[src/rtl/seq_chunk_adder.sv]
// Multi-cycle add/subtract unit: adds CHUNK bits per clock through a carry flop, with a
// start/busy/done handshake and a result held stable between operations.
module seq_chunk_adder #(
  parameter int unsigned WIDTH = 16,
  parameter int unsigned CHUNK = 4
) (
  input  logic             clk,
  input  logic             rst_n,
  input  logic             start,
  input  logic             sub,
  input  logic [WIDTH-1:0] A,
  input  logic [WIDTH-1:0] B,
  input  logic             Cin,
  output logic             busy,
  output logic             done,
  output logic [WIDTH-1:0] Sum,
  output logic             Cout,
  output logic             ovf
);

  localparam int unsigned NChunk = WIDTH / CHUNK;
  localparam int unsigned IdxW   = (NChunk > 1) ? $clog2(NChunk) : 1;
  localparam logic [IdxW-1:0] LastIdx = IdxW'(NChunk - 1);

  typedef enum logic [0:0] {StIdle, StRun} state_e;

  state_e           state_q;
  logic [WIDTH-1:0] opa_q, opb_q, part_q, sum_q;
  logic [IdxW-1:0]  idx_q;
  logic             carry_q, cout_q, ovf_q, done_q, busy_q;

  logic [CHUNK-1:0] chunk_a, chunk_b;
  logic [CHUNK:0]   chunk_sum;
  logic [WIDTH-1:0] part_next;

  // One chunk of the ripple; part_next is the partial register with this chunk merged in.
  always_comb begin
    chunk_a   = opa_q[int'(idx_q) * CHUNK +: CHUNK];
    chunk_b   = opb_q[int'(idx_q) * CHUNK +: CHUNK];
    chunk_sum = {1'b0, chunk_a} + {1'b0, chunk_b} + {{CHUNK{1'b0}}, carry_q};
    part_next = part_q;
    part_next[int'(idx_q) * CHUNK +: CHUNK] = chunk_sum[CHUNK-1:0];
  end

  always_ff @(posedge clk or negedge rst_n) begin
    if (!rst_n) begin
      state_q <= StIdle;
      opa_q   <= '0;
      opb_q   <= '0;
      part_q  <= '0;
      sum_q   <= '0;
      idx_q   <= '0;
      carry_q <= 1'b0;
      cout_q  <= 1'b0;
      ovf_q   <= 1'b0;
      done_q  <= 1'b0;
      busy_q  <= 1'b0;
    end else begin
      done_q <= 1'b0;
      unique case (state_q)
        StIdle: begin
          if (start) begin
            // Subtraction runs as A + ~B + ~Cin, so Cin behaves as a borrow-in.
            opa_q   <= A;
            opb_q   <= sub ? ~B : B;
            carry_q <= sub ? ~Cin : Cin;
            idx_q   <= '0;
            busy_q  <= 1'b1;
            state_q <= StRun;
          end
        end
        StRun: begin
          part_q  <= part_next;
          carry_q <= chunk_sum[CHUNK];
          if (idx_q == LastIdx) begin
            sum_q   <= part_next;
            cout_q  <= chunk_sum[CHUNK];
            ovf_q   <= (opa_q[WIDTH-1] == opb_q[WIDTH-1]) &&
                       (part_next[WIDTH-1] != opa_q[WIDTH-1]);
            done_q  <= 1'b1;
            busy_q  <= 1'b0;
            state_q <= StIdle;
          end else begin
            idx_q <= idx_q + IdxW'(1);
          end
        end
        default: state_q <= StIdle;
      endcase
    end
  end

  assign busy = busy_q;
  assign done = done_q;
  assign Sum  = sum_q;
  assign Cout = cout_q;
  assign ovf  = ovf_q;

endmodule

[config.mk]
export PLATFORM = sky130hd
export DESIGN_NAME = seq_chunk_adder
export DESIGN_NICKNAME = d
export VERILOG_FILES = /design/src/rtl/seq_chunk_adder.sv
export SDC_FILE = /design/constraint.sdc
export NUM_CORES = 1
export LEC_CHECK = 0
export BUFFER_PORTS_ARGS = -buffer_cell sky130_fd_sc_hd__buf_2
export CORE_ASPECT_RATIO = 2
export CORE_MARGIN = 4
export CORE_UTILIZATION = 35
export CTS_BUF_LIST = sky130_fd_sc_hd__clkbuf_8
export CTS_CLUSTER_SIZE = 24
export DETAILED_ROUTE_END_ITERATION = 7
export GPL_TIMING_DRIVEN = 0
export PLACE_DENSITY = 0.66
export REMOVE_ABC_BUFFERS = 1
export SKIP_LAST_GASP = 1
export SLEW_MARGIN = 20
export SYNTH_ARGS = -nofsm -noshare
export SYNTH_HDL_FRONTEND = slang
export SYNTH_SLANG_ARGS = --single-unit
export TNS_END_PERCENT = 30
[constraint.sdc]
create_clock -name clk -period 4.7 [get_ports clk]
set_clock_uncertainty 0.05 [all_clocks]
set_input_delay 0.94 -clock clk [delete_from_list [all_inputs] [get_ports clk]]
set_output_delay 0.94 -clock clk [all_outputs]
set_load 0.02 [all_outputs]
==> results.md <==
- Final WL: 7270 µm
- Initial antenna violation count: 0
- Distinct cells, synth: 39
- Leak: 1.881 nW
- Antenna cell count: 0
- First-pass GRT wire length: 12,320 µm
- Gpl congestion: 0.8344
- Multi-input logic area: 1567 µm²
- Total GRT Usage: 0.1370
- Syn Inst Count: 312
- Full die area: 11,730 µm²
- Remaining antenna violation count: 0
- FF+latch area: 1802 µm²
- Req. time, crit path: 4.94 ns
- CTS buffer count: 9
- I/O Pins: 57
- Avg WL per Cell: 14.45 µm
- Outcome: finished clean
- 1st-iter DRT viols: 194
- Clock-pin transition on the worst setup and hold timing paths: 0.08 ns
- Clock Tree Root: clkbuf_8
- CP arrival: 3.49 ns
- Die height: 149.2 µm
- Commonest non-fill, non-tap cell in the layout: dfrtp_1
- Max-Cap Viols: 0
- Core Region: 9763 µm²
- Largest net degree at the start of global routing: 58
- Post-DP HPWL: 5482 µm
- Most area-consuming cells after synthesis: dfrtp_1 52%, mux2_2 7.1%, o21ai_0 5.4%
- Worst IR Drop VDD: 0.0003045 V
- Synthesized cell area: 3490 µm²
- Sequential area share after synthesis: 0.5163
- CP Max Fanout: 16
- Vias post-DR: 2,419
- Hold Vio Cnt, Final: 0
- Rows: 51
- Yosys warning total: 0
- Final min period: 3.249 ns
- Hold buffers post-CTS: 0
- Final Net Count: 415
- Top cell type's share of synthesized area: 0.5163
- Cell taking the most area after synthesis: dfrtp_1
- CTS tree: yes
- Slew margin rel.: 0.4880
- Vias per inst: 4.809
- Measured slew at the worst slew-check pin: 0.7680 ns
- HP Class: input port to asynchronous set/reset pin
- Synthesized flop and latch total: 72
- Final setup fails: 0
- TritonCTS Sinks: 72
- Area Growth Syn to Fin: 17.25%
- Grt ovf: 0
- Layout cells sized above 1: 0.2965
- Max clock buf depth: 2
- PD cells: 746.5 nW/µm²
- Setup bufs post-CTS: 0
- Fin crit share: 0.6912
- Critical Path Start Type: flop
- Remaining DRCs: 0
- Port Buf Inserts: 56
- Worst Path Class, Setup: flop to flop
- Final Max Slew Viols: 0
- CP endpoint kind: flop
- FMAX: 307.8 MHz
- Fill cells: 958
- Post-route setup TNS: 0 ns
- Clock latency on the worst-skew pair: 0.35 ns
- Commonest non-fill, non-tap cells in the layout: 72 x dfrtp_1, 55 x buf_2, 46 x nand2_1
- Horiz. Die Dim: 78.61 µm
- Vias in the first global route: 2,510
- Post-CTS sizing: 0
- Tot Pwr: 0.003054 W
- Starting density of the core: 0.3574
- CTS H-Tree Depth: 3
- Syn Area/Cell: 11.18 µm²
- Unrepaired setup endpoints after global routing: false
- Drt pass-1 iters: 4
stage by stage:
step | hold slack (ns) | area (µm²) | instances | setup slack (ns) | util
global route | 0.3932 | 4091 | 503 | 1.232 | 0.4191
global placement | 0.4039 | 3867 | 486 | 1.415 | 0.3961
CTS | 0.3841 | 4091 | 503 | 1.353 | 0.4191
finish | 0.3905 | 4091 | 503 | 1.451 | 0.4191
detailed placement | 0.4143 | 3920 | 488 | 1.367 | 0.4015
floorplan | 0.3922 | 3422 | 298 | 1.967 | -
sequential cells by signal, indices dropped and copies added, names as in the netlist:
name and cells:
Cout 1, opb_q 16, Sum 16, state_q 1, ovf 1, idx_q 2, done 1, part_q 16
opa_q 16, busy 1, carry_q 1
worst max-delay path: stages, from the launching register on:
cell and delay [ns]:
dfrtp_1 0.84, mux4_2 0.63, fa_1 0.46, inv_1 0.10, fa_1 0.52, nor2b_1 0.37, a22o_1 0.21
where the power goes:
group / internal (W) / switching (W) / total [W]
sequential: 0.000870 / 0.000188 / 0.00106
clock: 0.000202 / 0.000234 / 0.000436
combinational: 0.000635 / 0.000924 / 0.00156
layout make-up:
| class | count | area share |
|---|---|---|
| Sequential cell | 72 | 0.4404 |
| Tap cell | 132 | 0.04037 |
| Inverter | 15 | 0.01376 |
| Clock inverter | 5 | 0.008257 |
| Clock buffer | 10 | 0.03364 |
| Multi-Input combinational cell | 211 | 0.3829 |
| Timing Repair Buffer | 58 | 0.08073 |
layer usage:
| layer | global-route usage | vias up | part of all wire |
|---|---|---|---|
| met4 | 0.07443 | 0 | 0.030 |
| met3 | 0.02479 | 19 | 0.037 |
| met1 | 0.1531 | 1140 | 0.37 |
| met5 | 0 | - | 0 |
| met2 | 0.2419 | 53 | 0.56 |
| li1 | - | 1207 | - |
logic make-up after synthesis:
kind of cell             share of synthesized area
AND/OR/NAND/NOR                             0.1126
flip-flops                                  0.5163
AO/OA/AOI/OAI                               0.1241
multiplexers                                0.1226
buffers and inverters                      0.03549
XOR/XNOR                                   0.04518
adder cells (fa/ha/maj)                    0.04374
cell usage after synthesis:
library cell and number:
and4bb_1 1, and3b_4 1, nand2b_1 1, dfrtp_1 72, ha_1 9, o31ai_1 2
o21ai_0 38, nand2_1 46, a22o_1 4, a21oi_2 1, a221oi_1 1, a21boi_2 1
buf_1 1, o32ai_1 3, nand2_2 1, a22oi_1 1, and4_1 2, o22ai_1 4
mux4_2 8, buf_4 2, and3_1 2, a21oi_1 10, xnor2_1 18, nand4_1 1
nor2_1 7, a32o_1 3, nand4bb_1 1, buf_2 6, fa_1 2, o21a_1 1
o21ai_1 1, a211oi_2 1, nand3_1 3, nand3_2 1, clkbuf_1 5, nor2b_1 11
mux2_2 22, inv_1 15, nor3_1 3
path summary, 6_finish.rpt:
kind                             end  depth (start not counted)     start  slack [ns]
max                        part_q[9]                          6  idx_q[0]        1.45
min                           Sum[5]                          1     rst_n        0.39
max reg2reg                part_q[9]                          6  idx_q[0]        1.45
min reg2reg                 opb_q[8]                          2  opb_q[8]        0.42
max in group asynchronous   opb_q[4]                          2     rst_n        3.65
min in group clk            opb_q[8]                          2  opb_q[8]        0.42
No activity file was read; power rests on OpenSTA's default activity.
